File: config.mk
export PLATFORM = sky130hd
export DESIGN_NAME = pipeline_ctrl_flat
export DESIGN_NICKNAME = d
export VERILOG_FILES = /design/src/rtl/pipeline_ctrl_if.sv /design/src/rtl/pipeline_ctrl.sv /design/src/flat_wrapper.sv
export SDC_FILE = /design/constraint.sdc
export NUM_CORES = 1
export LEC_CHECK = 0
export ABC_AREA = 1
export CAP_MARGIN = 20
export CORE_MARGIN = 3
export CORE_UTILIZATION = 43
export CTS_CLUSTER_DIAMETER = 40
export DETAILED_ROUTE_END_ITERATION = 7
export HOLD_SLACK_MARGIN = 0.1
export PLACE_DENSITY = 0.86
export SLEW_MARGIN = 10
export SYNTH_ARGS = -nofsm -noshare
export SYNTH_HDL_FRONTEND = slang
export SYNTH_SLANG_ARGS = --single-unit
File: constraint.sdc
create_clock -name clk -period 2.4 [get_ports clk]
set_input_delay 0.48 -clock clk [delete_from_list [all_inputs] [get_ports clk]]
set_output_delay 0.48 -clock clk [all_outputs]
set_load 0.05 [all_outputs]
File: src/rtl/pipeline_ctrl_if.sv
// pipeline_ctrl_if: stall/flush handshake between the pipeline stages and the central scheduler.
// Counter signals exist only when CTRL_PERF_EN is defined.
interface pipeline_ctrl_if;
    logic        stallreq_if;
    logic        stallreq_id;
    logic        stallreq_ex;
    logic        stallreq_mem;
    logic [31:0] excepttype_i;
    logic [31:0] cp0_epc_i;
    logic        tlb_refetch_i;
    logic [31:0] refetch_pc_i;
    logic [5:0]  stall;
    logic        flush;
    logic [31:0] new_pc;
`ifdef CTRL_PERF_EN
    logic [31:0] stall_cycles_o;
    logic [15:0] flush_count_o;
    modport master (
        output stallreq_if, stallreq_id, stallreq_ex, stallreq_mem,
        output excepttype_i, cp0_epc_i, tlb_refetch_i, refetch_pc_i,
        input  stall, flush, new_pc, stall_cycles_o, flush_count_o
    );
    modport slave (
        input  stallreq_if, stallreq_id, stallreq_ex, stallreq_mem,
        input  excepttype_i, cp0_epc_i, tlb_refetch_i, refetch_pc_i,
        output stall, flush, new_pc, stall_cycles_o, flush_count_o
    );
`else
    modport master (
        output stallreq_if, stallreq_id, stallreq_ex, stallreq_mem,
        output excepttype_i, cp0_epc_i, tlb_refetch_i, refetch_pc_i,
        input  stall, flush, new_pc
    );
    modport slave (
        input  stallreq_if, stallreq_id, stallreq_ex, stallreq_mem,
        input  excepttype_i, cp0_epc_i, tlb_refetch_i, refetch_pc_i,
        output stall, flush, new_pc
    );
`endif
endinterface

File: src/rtl/pipeline_ctrl.sv
// pipeline_ctrl: stall arbitration and exception/ERET/TLB-refetch redirect sequencing for the MIPS32 pipeline.
// Optional performance counters are enabled by defining CTRL_PERF_EN.
module pipeline_ctrl #(
    parameter logic [31:0] EXC_VECTOR = 32'h8000_0180
) (
    input logic           clk,
    input logic           rst,
    pipeline_ctrl_if.slave bus
);
    typedef enum logic [1:0] {RUN, PEND, BLANK} state_t;
    state_t      state, state_n;
    logic [31:0] pend_pc, pend_pc_n, target;
    logic [5:0]  req_stall, stall;
    logic        redirect, flush;
    logic [31:0] new_pc;
    always_comb begin
        req_stall = bus.stallreq_mem ? 6'b011111 :
                    bus.stallreq_ex  ? 6'b001111 :
                    bus.stallreq_id  ? 6'b000111 :
                    bus.stallreq_if  ? 6'b000011 : 6'b000000;
        redirect  = (bus.excepttype_i != 32'd0) || bus.tlb_refetch_i;
        target    = (bus.excepttype_i == 32'h0000_000E) ? bus.cp0_epc_i :
                    (bus.excepttype_i != 32'd0)        ? EXC_VECTOR :
                                                         bus.refetch_pc_i + 32'd4;
        state_n   = state;
        pend_pc_n = pend_pc;
        stall     = req_stall;
        flush     = 1'b0;
        new_pc    = 32'd0;
        if (rst) begin
            state_n   = RUN;
            pend_pc_n = 32'd0;
            stall     = 6'b000000;
        end else begin
            case (state)
                RUN: if (redirect) begin
                    if (bus.stallreq_mem) begin
                        pend_pc_n = target;
                        state_n   = PEND;
                    end else begin
                        flush   = 1'b1;
                        new_pc  = target;
                        stall   = 6'b000000;
                        state_n = BLANK;
                    end
                end
                PEND: if (!bus.stallreq_mem) begin
                    // PC must load new_pc, so nothing may hold during the flush
                    flush   = 1'b1;
                    new_pc  = pend_pc;
                    stall   = 6'b000000;
                    state_n = BLANK;
                end
                BLANK: begin
                    stall   = bus.stallreq_if ? 6'b000011 : 6'b000000;
                    state_n = RUN;
                end
                default: state_n = RUN;
            endcase
        end
    end
    always_ff @(posedge clk) begin
        if (rst) begin
            state   <= RUN;
            pend_pc <= 32'd0;
        end else begin
            state   <= state_n;
            pend_pc <= pend_pc_n;
        end
    end
    assign bus.stall  = stall;
    assign bus.flush  = flush;
    assign bus.new_pc = new_pc;
`ifdef CTRL_PERF_EN
    logic [31:0] stall_cycles;
    logic [15:0] flush_count;
    always_ff @(posedge clk) begin
        if (rst) begin
            stall_cycles <= 32'd0;
            flush_count  <= 16'd0;
        end else begin
            if (stall != 6'd0 && stall_cycles != 32'hFFFF_FFFF) stall_cycles <= stall_cycles + 32'd1;
            if (flush) flush_count <= flush_count + 16'd1;
        end
    end
    assign bus.stall_cycles_o = stall_cycles;
    assign bus.flush_count_o  = flush_count;
`endif
endmodule

File: src/flat_wrapper.sv
// flat-port wrapper written by rule: the top's interface ports become plain ports
module pipeline_ctrl_flat 
#(
    parameter logic [31:0] EXC_VECTOR = 32'h8000_0180
)
  (clk, rst, bus_stallreq_if, bus_stallreq_id, bus_stallreq_ex, bus_stallreq_mem, bus_excepttype_i, bus_cp0_epc_i, bus_tlb_refetch_i, bus_refetch_pc_i, bus_stall, bus_flush, bus_new_pc);
  pipeline_ctrl_if bus_i ();
  input logic clk;
  input logic rst;
  input wire logic [$bits(bus_i.stallreq_if)-1:0] bus_stallreq_if;
  input wire logic [$bits(bus_i.stallreq_id)-1:0] bus_stallreq_id;
  input wire logic [$bits(bus_i.stallreq_ex)-1:0] bus_stallreq_ex;
  input wire logic [$bits(bus_i.stallreq_mem)-1:0] bus_stallreq_mem;
  input wire logic [$bits(bus_i.excepttype_i)-1:0] bus_excepttype_i;
  input wire logic [$bits(bus_i.cp0_epc_i)-1:0] bus_cp0_epc_i;
  input wire logic [$bits(bus_i.tlb_refetch_i)-1:0] bus_tlb_refetch_i;
  input wire logic [$bits(bus_i.refetch_pc_i)-1:0] bus_refetch_pc_i;
  output wire logic [$bits(bus_i.stall)-1:0] bus_stall;
  output wire logic [$bits(bus_i.flush)-1:0] bus_flush;
  output wire logic [$bits(bus_i.new_pc)-1:0] bus_new_pc;
  assign bus_i.stallreq_if = bus_stallreq_if;
  assign bus_i.stallreq_id = bus_stallreq_id;
  assign bus_i.stallreq_ex = bus_stallreq_ex;
  assign bus_i.stallreq_mem = bus_stallreq_mem;
  assign bus_i.excepttype_i = bus_excepttype_i;
  assign bus_i.cp0_epc_i = bus_cp0_epc_i;
  assign bus_i.tlb_refetch_i = bus_tlb_refetch_i;
  assign bus_i.refetch_pc_i = bus_refetch_pc_i;
  assign bus_stall = bus_i.stall;
  assign bus_flush = bus_i.flush;
  assign bus_new_pc = bus_i.new_pc;
  pipeline_ctrl #(.EXC_VECTOR(EXC_VECTOR)) u_core (.clk(clk), .rst(rst), .bus(bus_i));
endmodule
==> summary.txt, run 1 <==
Die
  – Core Rows: 30
  – Starting density of the core: 45.90%
  – Die Y: 92.56 µm
  – Width of the die: 92.56 µm
  – Top-level I/O count: 142

Clock tree
  – Max Root-Sink Buffers: 2
  – CTS buffer count: 5
  – CTS H-tree lvls: 2
  – Cts-stage hold buffer count: 0
  – Root Driver: clkbuf_8
  – Number of sinks on the clock net: 34

Synth
  – Most frequently used flop master after synthesis: dfxtp_1
  – Synthesis Warnings: 0
  – Share of the yosys chip area belonging to registers: 21.13%
  – Area of the mapped netlist: 3222 µm²
  – Share of flip-flops with an asynchronous set or reset: 0%
  – Gate count after technology mapping: around 610
  – Synth Register Bits: 34
  – Mapped Avg Cell Area: 5.290 µm²
  – Number of enable flip-flop cells after synthesis: 0
  – Count of different cell masters after synthesis: 33
  – Post-Syn Nets: 713

Placed design
  – Final HPWL DP: 11940 µm
  – Port Buffer Count: 140
  – Gp weighted congestion: between 0.9 and 1
  – Cell area reported after detailed placement: between 5000 and 6000 µm²
  – Placed cells: 909

Status
  – Tool error: [ERROR DPL-0038] Utilization greater than 100%, impossible to legalize
  – Run status: did not finish
  – Last step reached: 5_1_grt

Global routing
  – Pin count of the biggest net entering global routing: 19

Timing
  – Worst endpoint after global-route timing repair: bus_new_pc[13]
  – Worst EP kind: primary output
-- repair_timing --
item,CTS
pin swaps,67
gates resized for setup,319
setup endpoints to repair,37
setup buffers,26
gates cloned,4
-- synth_stat cells, drive strengths merged (3+ instances only) --
cell type,number,share of area [%]
a21oi,39,6.3
buf,17,4.2
clkbuf,10,1.2
dfxtp,34,21
inv,46,5.4
nand2,223,26
nand3,37,5.9
nand3b,4,0.93
nand4,6,1.4
nor2,131,16
o211ai,3,0.70
o21ai,41,6.4
o21bai,3,0.70
or2,6,1.2
-- kinds of logic after synthesis --
group,Yosys count,synth area share [%]
AOI/OAI and AO/OA,87,14.29
xor gates and xnor gates,3,0.8157
adders and majority gates,1,0.3883
buffers and inverters,73,10.68
DFF,34,21.13
other,1,0.1164
and+or+nand+nor,410,52.58
-- per-stage QoR --
stage | worst slack, ns | TNS (ns)
global placement | -0.5552 | -19.93
floorplan | -0.1388 | -0.1388
CTS | -0.1827 | -5.148
detailed placement | -0.6177 | -26.53
==> run 2, diff against run 1 <==
CORE_UTILIZATION = 30   (was 43)
CTS_CLUSTER_DIAMETER = default   (was 40)
HOLD_SLACK_MARGIN = default   (was 0.1)
PLACE_DENSITY = default   (was 0.86)
PLACE_DENSITY_LB_ADDON = 0.15   (was default)
==> summary.txt, run 2 <==
Status
  – Run status: finished, violations left
  – Violated checks: negative setup slack

Pwr
  – Worst IR drop on VDD: 0.0001881 V
  – Leak pwr: between 3 and 4 nW
  – Power Density: ~250 nW/µm²

Placed design
  – Final HPWL DP: approximately 11000 µm
  – Gp weighted congestion: roughly 0.9
  – Port Buffer Count: 140
  – Post-place setup slack: -0.5880 ns

Timing
  – Max Clk Rate: slightly below 400 MHz
  – Worst Skew: 0.006664 ns
  – Number of slew-limit violations in the final report: 0
  – Worst-case headroom to the max-slew limit: 63.08%
  – Slew of the pin with the lowest slew margin: approximately 0.55 ns
  – Number of setup violations in the final report: 40
  – Post-route setup TNS: -4.017 ns
  – Total count of hold-check failures in the final report: 0
  – Period utilization: 108.2%
  – Final worst setup slack: -0.1968 ns
  – Setup repair after global routing missed its margin: true
  – Final critical-path required period: 2.597 ns

Clock tree
  – Root Driver: clkbuf_8
  – CTS tree: yes
  – CTS H-tree lvls: 2
  – Cts-stage hold buffer count: 0
  – CTS buffer count: 5
  – Number of sinks on the clock net: 34
  – Clock transition time at the flip-flop clock pins of the worst setup and hold paths: 0.08 ns
  – Clock network latency to the later pin of the worst-skew pair: approximately 0.30 ns
  – Max Root-Sink Buffers: 2

Synth
  – Synthesis Warnings: 0
  – Area of the mapped netlist: between 3000 and 4000 µm²
  – Most frequently used flop master after synthesis: dfxtp_1
  – Mapped Avg Cell Area: 5.290 µm²
  – Gate count after technology mapping: between 600 and 700
  – Number of enable flip-flop cells after synthesis: 0
  – Synth Register Bits: 34
  – Most common library cells after synthesis: nand2_1, nor2_1, inv_1, a21oi_1, nand3_1
  – Share of the synthesized area in the top cell type: 25.75%
  – Count of different cell masters after synthesis: 33
  – Largest area contributor in the synthesized netlist: nand2_1
  – Main area contributors after synthesis: nand2_1, dfxtp_1, nor2_1
  – Share of the yosys chip area belonging to registers: 21.13%
  – Top-count cell post-synth: nand2_1
  – Share of flip-flops with an asynchronous set or reset: 0%
  – Post-Syn Nets: 713

Layout
  – Max reg flops: 32
  – # nets final: 1045
  – Top library cells by usage in the layout, fill and taps aside: buf_4, nand2_1, nor2_1
  – Flip-flop and latch area: 680.7 µm²
  – Area growth from synthesis to layout: 159.3%
  – Proportion of layout cells with a drive suffix above 1: 60.08%
  – Most common library cell in the layout ignoring fill and taps: buf_4
  – Biggest register: u_core.pend_pc
  – Fin util: a little over 80%
  – Area of the multi-input gates: 3601 µm²
  – Largest registers in the final layout: u_core.pend_pc (32), u_core.state (2)
  – Fill cells: 638
  – Inserted Diodes: 0

Global routing
  – Remaining global-route overflow: 0
  – Overall global routing resource usage: ~27%
  – Via count of the first global-routing pass: 5237
  – Global-route wire length before repair: 25510 µm
  – Antenna violations before repair: 0
  – Pin count of the biggest net entering global routing: 30

Critical path
  – FF-to-FF path depth: 11
  – Ordered list of cells on the worst path: clkbuf_4 -> nand2_4 -> nor2_4 -> buf_4 -> nand3_4 -> nor2_4 -> buf_4 -> buf_6 -> o211ai_1 -> nand2_1 -> nand2_4 -> a21oi_4 -> buf_12
  – Number of buffers and inverters on the critical path: 5
  – Cell family with the largest share of critical-path delay: buffers and inverters
  – Critical path data arrival time: ~2.1 ns
  – Max stage delay cell, worst path: nor2_4
  – Startpoint types: primary input
  – R2R setup slack: 0.46 ns
  – Max incr delay on CP: 0.18 ns
  – Data required time of the worst path: 1.92 ns
  – Category of the worst setup path capture point: output port
  – Worst Setup Path Type: primary input to output port
  – Reg-to-Reg Start: u_core.state[1]
  – Capturing point of the worst reg2reg path: u_core.pend_pc[25]
  – Count of cell instances traversed by the critical path: 13
  – Maximum net fanout on the critical path: 4

Detailed routing
  – Detailed-route vias per instance: 5.108
  – Routed Antenna Nets: 0
  – Average wire per standard cell: 17.39 µm
  – Drt drc: 0
  – Total number of vias: 5506
  – Number of violations reported at the end of detailed-routing iteration 0: 375
  – First-pass DRT Iterations: 5
  – Total Routed Length: 18740 µm

Die
  – Die Area: 12020 µm²
  – Starting density of the core: 31.07%
  – Top-level I/O count: approximately 140
  – Width of the die: 109.6 µm
  – Core Rows: 37
  – Placeable core region: a little over 10000 µm²
  – Die Y: 109.6 µm

Worst hold path
  – Cell depth of the worst hold path: 2
  – Worst hold path type: flip-flop to flip-flop
  – End point of the most critical hold path: u_core.pend_pc[10]
  – Hold Crit Start: u_core.pend_pc[10]

Flow run
  – Max-capacitance violation count: 0
-- run 2: area by class of cell --
class                   count  area share, %
clock buffers               6         0.9885
inverters                  46          2.157
clock inverters             2         0.1498
well taps                 136          2.037
flip-flops and latches     34          8.147
multi-input cells         502          43.10
repair buffers            352          43.42
-- run 2: kinds of logic after synthesis --
logic type                 share of synthesized area [%]
adders and majority gates                         0.3883
DFF                                                21.13
other                                             0.1164
and+or+nand+nor                                    52.58
xor gates and xnor gates                          0.8157
buffers and inverters                              10.68
AOI/OAI and AO/OA                                  14.29
-- run 2: worst reg2reg max path, cell delays in order, from the launching register on --
cell	delay (ns)
dfxtp_1	0.45
nor2_1	0.07
inv_1	0.14
nor2_1	0.08
buf_4	0.15
nand2_4	0.06
buf_4	0.22
inv_2	0.19
nor2_1	0.22
nor2_1	0.10
o21ai_1	0.11
inv_1	0.06
-- run 2: stage by stage --
stage | cells | cell area (µm²) | total power, mW | hold slack [ns]
CTS | 1064 | 7422 | 1.937 | 0.5022
floorplan | 609 | 3353 | 0.9623 | 0.4619
global route | 1078 | 8354 | 2.147 | 0.5411
global placement | 961 | 5954 | 1.356 | 0.4742
finish | 1078 | 8354 | 2.076 | 0.5114
detailed placement | 961 | 5954 | 1.367 | 0.4810
-- run 2: how the worst max path moves through the flow --
stage	from	end	slack [ns]
final	bus_refetch_pc_i[6]	bus_new_pc[17]	-0.20
after global routing	bus_refetch_pc_i[6]	u_core.pend_pc[23]	-0.24
after CTS	bus_excepttype_i[7]	bus_new_pc[6]	-0.15
after detailed placement	bus_refetch_pc_i[2]	bus_new_pc[28]	-0.59
after global placement	bus_refetch_pc_i[20]	bus_new_pc[25]	-0.61
after floorplan	bus_excepttype_i[31]	bus_stall[1]	-0.14
-- run 2: metal layers --
layer | vias up | track usage, % | wire, µm
li1 | 2577 | - | -
met1 | 2603 | 31.64 | 7000
met2 | 266 | 49.48 | 9807
met3 | 60 | 3.993 | 1227
met4 | 0 | 10.33 | 707
met5 | - | 0 | 0
-- run 2: what timing repair did --
item / 4_1_cts / 5_1_grt
resized for setup: 395 / 210
gates cloned: 6 / 0
pin swaps: 110 / 119
endpoints found under the setup margin: 44 / 47
buffers inserted: 90 / 20
-- run 2: report_power, final --
part / internal, mW / switching (mW)
Clock: 0.231 / 0.258
Sequential: 0.614 / 0.0316
Combinational: 0.446 / 0.494
No activity file was read; power rests on OpenSTA's default activity.
==> run 3, diff against run 2 <==
clock period = 2.7 ns   (was 2.4 ns; I/O delays follow)
==> summary.txt, run 3 (same netlist as run 2, synthesis figures left out) <==
Critical path
  – Worst Setup Path Type: primary input to output port
  – Critical path data arrival time: 2.11 ns
  – First element of the critical path: bus_excepttype_i[2]
  – Maximum net fanout on the critical path: 7
  – R2R setup slack: around 0.90 ns
  – Cell seen most often among critical-path stages: nand2_2
  – Max incr delay on CP: 0.16 ns
  – Ordered list of cells on the worst path: buf_2 -> nor2_1 -> nand2_1 -> nor2_2 -> nand2_2 -> nor2_4 -> buf_12 -> nand2_2 -> nand2_2 -> nor2_4 -> buf_4 -> buf_4 -> nand2_1 -> a21oi_2 -> buf_12
  – Startpoint types: primary input
  – Cell family with the largest share of critical-path delay: simple AND/OR/NAND/NOR gates
  – Setup crit end: bus_new_pc[1]
  – Reg-to-Reg Start: u_core.state[1]
  – FF-to-FF path depth: 10
  – Count of cell instances traversed by the critical path: 15
  – Capturing point of the worst reg2reg path: u_core.pend_pc[11]
  – Max stage delay cell, worst path: buf_12
  – Category of the worst setup path capture point: output port
  – Data required time of the worst path: 2.16 ns
  – Number of buffers and inverters on the critical path: 5

Placed design
  – Final HPWL DP: 11190 µm
  – Port Buffer Count: 140
  – Gp weighted congestion: roughly 0.94
  – Cell area reported after detailed placement: just under 6000 µm²

Global routing
  – Antenna violations before repair: 0
  – Pin count of the biggest net entering global routing: 23
  – Remaining global-route overflow: 0
  – Global-route wire length before repair: approximately 23000 µm
  – Via count of the first global-routing pass: 4795
  – Overall global routing resource usage: 24.60%

Clock tree
  – Clock transition time at the flip-flop clock pins of the worst setup and hold paths: 0.08 ns
  – CTS buffer count: 5
  – Number of sinks on the clock net: 34
  – CTS H-tree lvls: 2
  – Clock network latency to the later pin of the worst-skew pair: around 0.30 ns
  – Root Driver: clkbuf_8
  – Cts-stage hold buffer count: 0
  – CTS tree: yes
  – Max Root-Sink Buffers: 2

Layout
  – Area growth from synthesis to layout: 103.4%
  – Proportion of layout cells with a drive suffix above 1: a little over two fifths
  – Post-route cell area: 6554 µm²
  – Max reg flops: 32
  – Most common library cell in the layout ignoring fill and taps: nand2_1
  – Fin util: 63.20%
  – Biggest register: u_core.pend_pc
  – # nets final: 952
  – Top library cells by usage in the layout, fill and taps aside: nand2_1, buf_4, nor2_1
  – Largest registers in the final layout: u_core.pend_pc (32), u_core.state (2)
  – Inserted Diodes: 0

Timing
  – Worst Skew: approximately 0.014 ns
  – Setup repair after global routing missed its margin: true
  – Number of setup violations in the final report: 0
  – Total count of hold-check failures in the final report: 0
  – Number of slew-limit violations in the final report: 0
  – Max Clk Rate: 377.7 MHz
  – Period utilization: around 100%
  – Final critical-path required period: 2.648 ns

Pwr
  – Leak pwr: 2.887 nW
  – Power Density: 280.5 nW/µm²
  – Worst IR drop on VDD: 0.0002567 V

Die
  – Placeable core region: 10370 µm²
  – Core Rows: 37
  – Top-level I/O count: 142
  – Die Area: 12020 µm²
  – Width of the die: between 100 and 150 µm
  – Starting density of the core: just over 30%
  – Die Y: 109.6 µm

Detailed routing
  – Total Routed Length: approximately 15000 µm
  – Number of violations reported at the end of detailed-routing iteration 0: 309
  – Drt drc: 0
  – Routed Antenna Nets: 0
  – First-pass DRT Iterations: 5
  – Total number of vias: roughly 4.8k
  – Detailed-route vias per instance: 4.822
  – Average wire per standard cell: 15.62 µm

Worst hold path
  – Cell depth of the worst hold path: 2
  – Worst hold path type: flip-flop to flip-flop

Status
  – Run status: completed

Flow run
  – Max-capacitance violation count: 0
==> run 3: power by group <==
group | switching [mW] | total [mW] | leakage, nW | internal (mW)
sequential | 0.0237 | 0.569 | 0.280 | 0.546
clock | 0.232 | 0.603 | 0.0683 | 0.371
combinational | 0.352 | 0.666 | 2.54 | 0.314
total | 0.608 | 1.84 | 2.89 | 1.23
==> run 3: worst min path at each step <==
stage,slack [ns],end,start
final,0.50,u_core.pend_pc[4],u_core.pend_pc[4]
after global routing,0.52,u_core.pend_pc[4],u_core.pend_pc[4]
after CTS,0.51,u_core.pend_pc[4],u_core.pend_pc[4]
after detailed placement,0.48,u_core.pend_pc[4],u_core.pend_pc[4]
after global placement,0.48,u_core.pend_pc[3],u_core.pend_pc[3]
after floorplan,0.46,u_core.pend_pc[10],u_core.pend_pc[10]
==> run 3: final cells by class <==
class	instances	area (µm²)
flip-flops and latches	34	680.7
well taps	136	170.2
multi-input cells	502	2705
repair buffers	259	2683
clock inverters	3	68.82
clock buffers	5	68.82
inverters	46	177.7
fillers	920	3816
==> run 3: per-layer routing <==
layer	global-route usage (%)	vias up	part of all wire [%]
met1	31.87	2171	42
met2	42.81	161	50
met4	6.679	0	1.7
li1	-	2396	-
met5	0	-	0
met3	3.112	22	5.8
==> run 3: stage by stage <==
step	instances	worst slack (ns)	TNS (ns)	power, mW	hold slack, ns
global route	985	-0.09974	-0.9272	1.921	0.5184
CTS	978	0.0002975	0	1.810	0.5067
finish	985	0.05223	0	1.838	0.5004
detailed placement	949	-0.4494	-13.34	1.195	0.4835
floorplan	609	0.001114	0	0.8520	0.4619
global placement	949	-0.4111	-12.22	1.184	0.4761
==> run 3: timing repair <==
item                                    4_1_cts  5_1_grt
resized for setup                           220       97
pin swaps                                    72       53
buffers inserted                             19        3
cloned                                        2        4
endpoints found under the setup margin       37       38
==> run 3: worst min-delay path, stage by stage (launching register included) <==
cell and delay, ns:
dfxtp_1 0.33, o21ai_1 0.07, nor2_1 0.07
